File: config.mk
export PLATFORM = sky130hd
export DESIGN_NAME = multicycle_controller
export DESIGN_NICKNAME = d
export VERILOG_FILES = /design/src/rtl/multicycle_controller.sv
export SDC_FILE = /design/constraint.sdc
export NUM_CORES = 1
export LEC_CHECK = 0
export ABC_CLOCK_PERIOD_IN_PS = 2300
export CAP_MARGIN = 20
export CORE_MARGIN = 1
export CORE_UTILIZATION = 43
export CTS_CLUSTER_SIZE = 30
export DETAILED_ROUTE_END_ITERATION = 10
export GPL_ROUTABILITY_DRIVEN = 0
export PLACE_DENSITY = 0.81
export SLEW_MARGIN = 10
export SYNTH_ARGS = -nofsm -noshare
export SYNTH_HDL_FRONTEND = slang
export SYNTH_SLANG_ARGS = --single-unit
File: constraint.sdc
create_clock -name clk -period 2.3 [get_ports clk]
set_input_delay 0.46 -clock clk [delete_from_list [all_inputs] [get_ports clk]]
set_output_delay 0.46 -clock clk [all_outputs]
set_load 0.02 [all_outputs]
File: src/rtl/multicycle_controller.sv
// ----------------------------------------------------------------------------
// multicycle_controller
//
// Sequencing FSM for a multicycle MIPS datapath with one shared ALU and one
// unified memory port. It covers addu, subu, and, or, sltu, lw, sw, beq,
// addiu, ori, lui and j. It raises a sticky trap on an illegal opcode, an
// illegal R-type funct, or a memory request that waits too long for mem_ready.
//
// Parameters
//   MEM_TIMEOUT  limit for the memory wait counter (cycles)
//   TO_W         width of the wait counter, 2**TO_W > MEM_TIMEOUT
//
// Ports
//   clk          system clock, rising edge
//   reset        synchronous, active-high reset
//   instr        instruction register contents
//   zero         ALU zero flag, current cycle
//   mem_ready    memory completes the current request this cycle
//   mem_req      memory request
//   mem_we       request is a write
//   iord         address select: 0 = PC, 1 = ALUOut
//   irwrite      load instruction register
//   pcwrite      load PC
//   pcsrc        PC source: 00 ALU result, 01 ALUOut, 10 jump target
//   alusrca      ALU A: 0 = PC, 1 = rs
//   alusrcb      ALU B: 00 rt, 01 const 4, 10 ext imm, 11 sext imm << 2
//   alucontrol   ALU operation
//   regwrite     register file write
//   destreg      register write index
//   memtoreg     writeback from memory data
//   instr_done   one-cycle pulse when an instruction retires
//   illegal      sticky trap flag
//   state        current state code (debug)
// ----------------------------------------------------------------------------
module multicycle_controller #(
    parameter int MEM_TIMEOUT = 255,
    parameter int TO_W        = 8
) (
    input  logic        clk,
    input  logic        reset,
    input  logic [31:0] instr,
    input  logic        zero,
    input  logic        mem_ready,
    output logic        mem_req,
    output logic        mem_we,
    output logic        iord,
    output logic        irwrite,
    output logic        pcwrite,
    output logic [1:0]  pcsrc,
    output logic        alusrca,
    output logic [1:0]  alusrcb,
    output logic [2:0]  alucontrol,
    output logic        regwrite,
    output logic [4:0]  destreg,
    output logic        memtoreg,
    output logic        instr_done,
    output logic        illegal,
    output logic [3:0]  state
);

    typedef enum logic [3:0] {
        S_FETCH   = 4'd0,
        S_DECODE  = 4'd1,
        S_MEMADDR = 4'd2,
        S_MEMRD   = 4'd3,
        S_MEMWB   = 4'd4,
        S_MEMWR   = 4'd5,
        S_EXEC_R  = 4'd6,
        S_EXEC_I  = 4'd7,
        S_ALUWB   = 4'd8,
        S_BRANCH  = 4'd9,
        S_JUMP    = 4'd10,
        S_TRAP    = 4'd15
    } state_t;

    // Opcodes
    localparam logic [5:0] OP_RTYPE = 6'b000000;
    localparam logic [5:0] OP_LW    = 6'b100011;
    localparam logic [5:0] OP_SW    = 6'b101011;
    localparam logic [5:0] OP_BEQ   = 6'b000100;
    localparam logic [5:0] OP_ADDIU = 6'b001001;
    localparam logic [5:0] OP_ORI   = 6'b001101;
    localparam logic [5:0] OP_LUI   = 6'b001111;
    localparam logic [5:0] OP_J     = 6'b000010;

    // R-type function codes
    localparam logic [5:0] FN_ADDU  = 6'b100001;
    localparam logic [5:0] FN_SUBU  = 6'b100011;
    localparam logic [5:0] FN_AND   = 6'b100100;
    localparam logic [5:0] FN_OR    = 6'b100101;
    localparam logic [5:0] FN_SLTU  = 6'b101011;

    // ALU operation encodings
    localparam logic [2:0] ALU_AND  = 3'b000;
    localparam logic [2:0] ALU_OR   = 3'b001;
    localparam logic [2:0] ALU_ADD  = 3'b010;
    localparam logic [2:0] ALU_ORI  = 3'b011;
    localparam logic [2:0] ALU_LUI  = 3'b100;
    localparam logic [2:0] ALU_BAD  = 3'b101;
    localparam logic [2:0] ALU_SUB  = 3'b110;
    localparam logic [2:0] ALU_SLTU = 3'b111;

    localparam logic [TO_W-1:0] TO_LIMIT = TO_W'(MEM_TIMEOUT);

    state_t          r_state;
    logic            r_illegal;
    logic [TO_W-1:0] r_to_cnt;

    state_t          w_next;
    logic [5:0]      w_op;
    logic [5:0]      w_funct;
    logic [4:0]      w_rt;
    logic [4:0]      w_rd;
    logic            w_funct_ok;
    logic [2:0]      w_r_alu;
    logic [2:0]      w_i_alu;
    logic            w_timeout;
    logic            w_unused;

    assign w_op      = instr[31:26];
    assign w_funct   = instr[5:0];
    assign w_rt      = instr[20:16];
    assign w_rd      = instr[15:11];
    // rs and shamt are datapath fields the controller never looks at.
    assign w_unused  = ^{instr[25:21], instr[10:6]};

    // Wait limit reached; only meaningful while a request is outstanding.
    assign w_timeout = (r_to_cnt == TO_LIMIT);

    // ------------------------------------------------------------------
    // Field decode shared by next-state and output logic
    // ------------------------------------------------------------------
    // NOTE: every always_comb output gets a default before the case so no
    // path leaves it unassigned, which would otherwise infer a latch.
    always_comb begin
        w_funct_ok = 1'b1;
        w_r_alu    = ALU_BAD;
        case (w_funct)
            FN_ADDU: w_r_alu = ALU_ADD;
            FN_SUBU: w_r_alu = ALU_SUB;
            FN_AND:  w_r_alu = ALU_AND;
            FN_OR:   w_r_alu = ALU_OR;
            FN_SLTU: w_r_alu = ALU_SLTU;
            default: w_funct_ok = 1'b0;
        endcase
    end

    always_comb begin
        w_i_alu = ALU_ADD;
        case (w_op)
            OP_ORI:  w_i_alu = ALU_ORI;
            OP_LUI:  w_i_alu = ALU_LUI;
            default: w_i_alu = ALU_ADD;
        endcase
    end

    // ------------------------------------------------------------------
    // Next-state logic
    // ------------------------------------------------------------------
    always_comb begin
        w_next = r_state;
        case (r_state)
            S_FETCH: begin
                // A ready on the limit cycle completes the fetch.
                if (mem_ready)      w_next = S_DECODE;
                else if (w_timeout) w_next = S_TRAP;
            end
            S_DECODE: begin
                case (w_op)
                    OP_RTYPE:                 w_next = S_EXEC_R;
                    OP_LW, OP_SW:             w_next = S_MEMADDR;
                    OP_BEQ:                   w_next = S_BRANCH;
                    OP_ADDIU, OP_ORI, OP_LUI: w_next = S_EXEC_I;
                    OP_J:                     w_next = S_JUMP;
                    default:                  w_next = S_TRAP;
                endcase
            end
            // op[3] separates sw (101011) from lw (100011).
            S_MEMADDR: w_next = w_op[3] ? S_MEMWR : S_MEMRD;
            S_MEMRD: begin
                if (mem_ready)      w_next = S_MEMWB;
                else if (w_timeout) w_next = S_TRAP;
            end
            S_MEMWR: begin
                if (mem_ready)      w_next = S_FETCH;
                else if (w_timeout) w_next = S_TRAP;
            end
            S_EXEC_R:  w_next = w_funct_ok ? S_ALUWB : S_TRAP;
            S_EXEC_I:  w_next = S_ALUWB;
            S_ALUWB,
            S_MEMWB,
            S_BRANCH,
            S_JUMP:    w_next = S_FETCH;
            S_TRAP:    w_next = S_TRAP;
            // Unused codes are treated as corruption and trap.
            default:   w_next = S_TRAP;
        endcase
    end

    // ------------------------------------------------------------------
    // State, sticky trap flag and memory wait counter
    // ------------------------------------------------------------------
    // NOTE: sequential state uses non-blocking assignments so every register
    // samples the pre-edge values, independent of statement order.
    always_ff @(posedge clk) begin
        if (reset) begin
            r_state   <= S_FETCH;
            r_illegal <= 1'b0;
            r_to_cnt  <= '0;
        end else begin
            r_state <= w_next;
            // Set alongside the TRAP entry so the flag and state agree.
            if (w_next == S_TRAP) begin
                r_illegal <= 1'b1;
            end
            // Any transition clears the counter, which covers every entry
            // into FETCH, MEMRD and MEMWR; it only counts while a request
            // stalls in place.
            if (w_next != r_state) begin
                r_to_cnt <= '0;
            end else if (mem_req && !mem_ready) begin
                r_to_cnt <= r_to_cnt + 1'b1;
            end
        end
    end

    // ------------------------------------------------------------------
    // Output decode. Outputs follow the state; the few same-cycle terms
    // (fetch completion, branch on zero, memory completion) use the
    // current inputs. Reset forces everything low at once so an
    // abandoned memory request drops immediately.
    // ------------------------------------------------------------------
    always_comb begin
        mem_req    = 1'b0;
        mem_we     = 1'b0;
        iord       = 1'b0;
        irwrite    = 1'b0;
        pcwrite    = 1'b0;
        pcsrc      = 2'b00;
        alusrca    = 1'b0;
        alusrcb    = 2'b00;
        alucontrol = ALU_ADD;
        regwrite   = 1'b0;
        destreg    = 5'd0;
        memtoreg   = 1'b0;
        instr_done = 1'b0;
        illegal    = r_illegal;
        state      = r_state;

        if (reset) begin
            alucontrol = 3'b000;
            illegal    = 1'b0;
            state      = 4'd0;
        end else begin
            case (r_state)
                S_FETCH: begin
                    mem_req = 1'b1;
                    alusrcb = 2'b01;          // PC + 4
                    if (mem_ready) begin
                        irwrite = 1'b1;
                        pcwrite = 1'b1;
                    end
                end
                S_DECODE: begin
                    alusrcb = 2'b11;          // branch target into ALUOut
                end
                S_MEMADDR: begin
                    alusrca = 1'b1;
                    alusrcb = 2'b10;
                end
                S_MEMRD: begin
                    mem_req = 1'b1;
                    iord    = 1'b1;
                end
                S_MEMWB: begin
                    regwrite   = 1'b1;
                    memtoreg   = 1'b1;
                    destreg    = w_rt;
                    instr_done = 1'b1;
                end
                S_MEMWR: begin
                    mem_req    = 1'b1;
                    mem_we     = 1'b1;
                    iord       = 1'b1;
                    instr_done = mem_ready;
                end
                S_EXEC_R: begin
                    alusrca    = 1'b1;
                    alucontrol = w_r_alu;
                end
                S_EXEC_I: begin
                    alusrca    = 1'b1;
                    alusrcb    = 2'b10;
                    alucontrol = w_i_alu;
                end
                S_ALUWB: begin
                    regwrite   = 1'b1;
                    destreg    = (w_op == OP_RTYPE) ? w_rd : w_rt;
                    instr_done = 1'b1;
                end
                S_BRANCH: begin
                    alusrca    = 1'b1;
                    alucontrol = ALU_SUB;
                    pcsrc      = 2'b01;
                    pcwrite    = zero;
                    instr_done = 1'b1;
                end
                S_JUMP: begin
                    pcwrite    = 1'b1;
                    pcsrc      = 2'b10;
                    instr_done = 1'b1;
                end
                default: begin
                    // TRAP and unused codes keep every enable low.
                end
            endcase
        end
    end

endmodule
==> out/results.ini, run 1 <==
[cells_and_area]
n_antenna_cell = 0
layout-drive-gt1-share_pct = 34.4
layout_commonest_cell = buf_4
fillers = 220
final_cell_mix = buf_4, nor2_1, nand2_1, dlygate4sd2_1, a21oi_1
syn_to_final_growth_pct = 74.0
fin_cells = 361
multi_input_area_mm2 = 0.00123
regArea_um2 = 263
final_nets = 355

[global_route]
grt_max_degree = 21
grt_pass1_wl_mm = 8.33
antenna_found_initial = 0
overflow = 0
track_usage_pct = 30.3
grt_pass1_vias = 1823

[routing]
drt-total-wl_mm = 5.53
vias_per_cell = 5.72
drc = 0
antenna_left = 0
initialDrtViolationCount = 177
drt_pass1_iterations = 5
vias = 2064
wire_per_inst_um = 15.3

[worst_hold_path]
hold_depth = 3
hp-class = flip-flop to flip-flop
min_to = r_to_cnt[5]$_SDFFE_PP0P_
hp-start = r_to_cnt[5]$_SDFFE_PP0P_

[synthesis]
synth-seq-area-share_pct = 18.2
yosys_warnings = 0
synth_edf_count = 0
yosysUniqueCellTypes = 47
avgSynthCellArea_um2 = 6.63
synth_area_mm2 = 0.00143
synth-main-ff-cell = dfxtp_1
yosys_register_bits = 13
synthCells = 216
synth_fp_nets = 253
async_reset_ff_share_pct = 0

[worst_setup_path]
rrSetupSlack_ps = 80
reg2reg_from = r_state[1]$_SDFF_PP0_
cp-start-kind = primary input
rr_endpoint = r_to_cnt[3]$_SDFFE_PP0P_
required_ps = 1840
critical_path_arrival_ps = 1840
cp_max_fo = 3
worst-setup-path-type = primary input to output pin
end_kind = output pin
reg2regPathDepth = 9

[floorplan]
die_area_mm2 = 0.00356
die_x_um = 59.7
dieHeight_um = 59.7
initial_core_util_pct = 46.1
pin_count = 62
core_mm2 = 0.00310
num_rows = 20

[clock_tree]
clockRootBuffer = clkbuf_4
cts_buffers = 3
clock-sinks = 13
cts_buffer_depth = 2
htree_levels = 1
clk_transition_reported_paths_ps = 80
clock_latency_ps = 280
cts_tree = done

[job]
cap_violations = 0

[sta]
max_freq_ghz = 0.435
rsz0062_at_grt = true
clock_skew_ps = 2.11
maxSlewViolCount = 0
report.final.hold_viol_count = 0
setup_violations = 0
worst_pin_slew_ps = 531
fin_crit_sh_pct = 99.9
whs_ps = 582
period_minus_slack_ps = 2300
relSlewSlack_pct = 64.3

[pwr]
ir_drop_v = 0.000827
p_total_mw = 2.59
static-leakage-power_nw = 1.12
p_per_area_mw_per_mm2 = 1040

[status]
outcome = finished clean

[placed_design]
io_buffers = 51
dp_hpwl_mm = 4.01
dp_cells = 353

repair_timing:
action	4_1_cts	5_1_grt
endpoints found under the hold margin	0	0
hold buffers	0	0
pin swaps	16	12
buffers inserted	4	0
resized for setup	83	33
setup endpoints to repair	33	21
where the power goes:
part / total (mW) / leakage, nW / internal (mW) / switching [mW]
logic: 2.11 / 1.00 / 0.942 / 1.17
clock network: 0.144 / 0.0150 / 0.0674 / 0.0769
registers: 0.336 / 0.106 / 0.271 / 0.0650
worst max path at each step:
stage	endpoint	slack (ps)	cells after the start	start
after CTS	r_to_cnt[6]$_SDFFE_PP0P_	4	12	instr[27]
final	alucontrol[2]	3	8	instr[30]
after floorplan	destreg[0]	110	5	instr[26]
after global placement	destreg[0]	-650	8	instr[26]
after detailed placement	destreg[1]	-810	8	instr[26]
after global routing	alucontrol[2]	-110	8	instr[30]
stage by stage:
step / setup slack [ps] / TNS (ps) / area, µm² / util [%]
2_1_floorplan: 108 / 0 / 1440 / -
3_3_place_gp: -655 / -8930 / 2350 / 75.9
3_5_place_dp: -809 / -11360 / 2350 / 75.9
4_1_cts: 4.27 / 0 / 2440 / 78.5
5_1_grt: -106 / -183 / 2490 / 80.2
6_report: 2.90 / 0 / 2490 / 80.2
worst max-delay path: stages:
cell           delay (ps)
dlygate4sd2_1         270
nand4b_1              200
nor2_2                130
nand2_1               100
a211oi_2              230
o21ai_1               110
a21oi_1               180
buf_4                 160
metal layers:
layer / global-route usage [%] / share of wire [%] / vias up / wire length (µm)
met3: 4.11 / 8.2 / 5 / 454
met1: 43.3 / 41 / 947 / 2280
met5: 0 / 0 / - / 0
li1: - / - / 1003 / -
met2: 49.8 / 50 / 109 / 2760
met4: 2.99 / 0.62 / 0 / 34
logic make-up after synthesis:
kind of cell | after synthesis | share of synthesized area, %
AO/OA/AOI/OAI | 54 | 26.5
adder cells (fa/ha/maj) | 1 | 0.874
flip-flops | 13 | 18.2
multiplexers | 2 | 1.40
buffers and inverters | 19 | 5.86
AND/OR/NAND/NOR | 118 | 41.7
XOR/XNOR | 9 | 5.51
cells in the mapped netlist, types with 2 or more instances:
cell      count  area share, %
a22o_1        2            1.2
nor3_1       21            7.3
nand3_1       9            3.1
nand2_1      23            6.0
xor2_1        5            3.1
a211oi_1      3            1.6
buf_2         4            1.4
a21oi_1      17            5.9
a22oi_1       6            3.1
buf_1         4            1.0
o21ai_0       4            1.4
nor2_1       31            8.1
a21o_1        5            2.6
nand2b_1      6            2.6
mux2i_1       2            1.4
a41oi_1       2            1.2
nor2b_1       7            3.1
dfxtp_1      13             18
nor4_1       10            4.4
a31oi_1       3            1.3
nand3b_1      2            1.0
inv_1         6            1.6
xnor2_1       4            2.4
clkbuf_1      4            1.0
registers in the layout, summed over array words and instances, names as in the netlist:
name / cells
r_illegal: 1
r_state: 4
r_to_cnt: 8
final cells by class:
type                       count  share of cell area, %
timing repair buffer         110                   36.0
clock buffer                   4                   1.06
multi-input combinational    184                   49.2
inverter                       6                  0.905
tap                           44                   2.21
sequential                    13                   10.6
Note: power is estimated with default switching activity, not from simulation.
==> run 2, diff against run 1 <==
CORE_MARGIN = not set   (was 1)
MAX_ROUTING_LAYER = met4   (was not set)
REMOVE_ABC_BUFFERS = 1   (was not set)
==> out/results.ini, run 2 (same netlist as run 1, synthesis figures left out) <==
[worst_setup_path]
path_buf_inv = 2  ; unchanged
reg2reg_from = r_state[3]$_SDFF_PP0_
path_cells = clkdlybuf4s50_1, or3_1, nor2_1, dlygate4sd2_1
cp_max_fo = 4  ; +1
required_ps = 1840  ; about the same
slowest_stage = clkdlybuf4s50_1
reg2regPathDepth = 9  ; unchanged
cpPeakStageDelay_ps = 450  ; +180 ps
cp-start-kind = primary input
path_delay_family = buffers and inverters
rrSetupSlack_ps = 140  ; +60 ps
end_kind = output pin
critical_path_arrival_ps = 1760  ; -80 ps
worst-setup-path-type = primary input to output pin
rr_endpoint = r_to_cnt[7]$_SDFFE_PP0P_

[clock_tree]
cts_hold_buf = 0  ; unchanged
clock_latency_ps = 270  ; about the same
htree_levels = 1  ; unchanged
clk_transition_reported_paths_ps = 80  ; about the same
cts_buffers = 3  ; unchanged
clockRootBuffer = clkbuf_4
cts_buffer_depth = 2  ; unchanged
cts_tree = done
clock-sinks = 13  ; unchanged

[pwr]
ir_drop_v = 0.000733  ; -11%
switching_share_pct = 47.8  ; -2.8 points
internal_power_mw = 1.40  ; +9.5%
pwr-share-comb_pct = 82.4  ; +0.9 points
power.clock.fraction_pct = 5.1  ; -0.5 points
sequentialPowerShare_pct = 12.5  ; -0.5 points
p_per_area_mw_per_mm2 = 1080  ; +3.5%
p_total_mw = 2.68  ; +3.5%
static-leakage-power_nw = 1.12  ; -0.40%
p_switching_mw = 1.28  ; -2.3%

[floorplan]
dieHeight_um = 59.7  ; unchanged
initial_core_util_pct = 46.1  ; unchanged
die_area_mm2 = 0.00356  ; unchanged
die_x_um = 59.7  ; unchanged
core_mm2 = 0.00310  ; unchanged
pin_count = 62  ; unchanged
num_rows = 20  ; unchanged

[sta]
max_freq_ghz = 0.450  ; +3.5%
period_minus_slack_ps = 2220  ; -76.9 ps
fin_ws_ps = 79.8  ; +76.9 ps
fin_crit_sh_pct = 96.5  ; -3.3 points
relSlewSlack_pct = 65.1  ; +0.84 points
worst_pin_slew_ps = 519  ; -12.5 ps
fin_tns_setup_ps = 0  ; unchanged
report.final.hold_viol_count = 0  ; unchanged
clock_skew_ps = 8.48  ; +6.37 ps
setup_violations = 0  ; unchanged
maxSlewViolCount = 0  ; unchanged

[cells_and_area]
layout_commonest_cell = buf_4
largest_reg_flops = 8  ; unchanged
final_cell_mix = buf_4, nor2_1, nand2_1, nor3_1, a21oi_1
syn_to_final_growth_pct = 74.0  ; unchanged
n_antenna_cell = 0  ; unchanged
regMostFlops = r_to_cnt
reg_top3 = r_to_cnt: 8 flops, r_state: 4 flops, r_illegal: 1 flops
design_area_mm2 = 0.00249  ; unchanged
final_nets = 353  ; -0.56%
layout-drive-gt1-share_pct = 32.7  ; -1.7 points
fillers = 229  ; +4.1%

[worst_hold_path]
hold_depth = 3  ; unchanged
hp-class = flip-flop to flip-flop
min_to = r_to_cnt[5]$_SDFFE_PP0P_
hp-start = r_to_cnt[5]$_SDFFE_PP0P_

[placed_design]
io_buffers = 51  ; unchanged
place_ws_ps = -738  ; +71.1 ps
post_dp_cell_area_mm2 = 0.00239  ; +1.3%
dp_hpwl_mm = 3.74  ; -6.8%

[global_route]
overflow = 0  ; unchanged
antenna_found_initial = 0  ; unchanged
grt_pass1_vias = 1746  ; -4.2%
track_usage_pct = 29.2  ; -1.1 points
grt_max_degree = 21  ; unchanged
grt_pass1_wl_mm = 7.92  ; -4.9%

[status]
outcome = finished clean

[routing]
drc = 0  ; unchanged
wire_per_inst_um = 13.8  ; -9.8%
vias = 2013  ; -2.5%
drt_pass1_iterations = 4  ; -1
drt-total-wl_mm = 4.96  ; -10%
initialDrtViolationCount = 152  ; -14%
antenna_left = 0  ; unchanged
vias_per_cell = 5.61  ; -1.9%

[job]
cap_violations = 0  ; unchanged

[run 2: cell types whose count changed in the layout (fill, tap and decap cells not counted), sizes merged]
cell and delta:
buf -3, clkbuf +1, clkdlybuf4s15 +4, dlygate4sd2 -5, dlymetal6s2s +1
[run 2: worst max path at each step]
| stage | startpoint | to | slack [ps] | cells past startpoint |
|---|---|---|---|---|
| 2_1_floorplan | r_state[2]$_SDFF_PP0_ | destreg[0] | -10 | 6 |
| 3_3_place_gp | instr[26] | destreg[2] | -670 | 8 |
| 3_5_place_dp | instr[26] | destreg[1] | -740 | 8 |
| 4_1_cts | instr[5] | alucontrol[0] | 2 | 7 |
| 5_1_grt | instr[31] | destreg[0] | -10 | 8 |
| 6_report | reset | irwrite | 80 | 4 |
[run 2: repair_timing]
item,4_1_cts,5_1_grt
setup endpoints to repair,33,23
pin swaps,13,14
gates resized for setup,76,37
buffers inserted,2,0
[run 2: tightest hold or removal path, cell delays in order, from the launching register on]
cell and delay [ps]:
dfxtp_1 350, xor2_1 70, nand2_1 50, nor3_1 30
[run 2: power by group through the flow]
stage | clock, mW | sequential (mW) | combinational (mW)
6_report | 0.136 | 0.335 | 2.21
5_1_grt | 0.148 | 0.341 | 2.36
4_1_cts | 0.139 | 0.332 | 2.05
3_5_place_dp | 0 | 0.335 | 2.10
3_3_place_gp | 0 | 0.333 | 2.07
2_1_floorplan | 0 | 0.412 | 0.950
[run 2: stage by stage]
step / hold slack [ps] / utilization [%] / std cells
after global routing: 572 / 80.2 / 359
after floorplan: 508 / - / 203
final: 547 / 80.2 / 359
after detailed placement: 528 / 76.9 / 353
after global placement: 523 / 76.9 / 353
after CTS: 544 / 77.9 / 359
[run 2: metal layers]
layer / share of wire, % / track usage [%] / vias up
met5: 0 / - / -
met4: 0.73 / 2.66 / 0
met3: 3.3 / 3.46 / 6
met2: 51 / 48.6 / 53
met1: 45 / 39.3 / 965
li1: - / - / 989
[run 2: area by class of cell]
cell class / count / area, µm² / share of cell area (%)
tap: 44 / 55.1 / 2.21
clock buffer: 4 / 26.3 / 1.06
sequential: 13 / 263 / 10.6
inverter: 6 / 22.5 / 0.905
multi-input combinational: 184 / 1200 / 48.4
timing repair buffer: 108 / 918 / 36.9
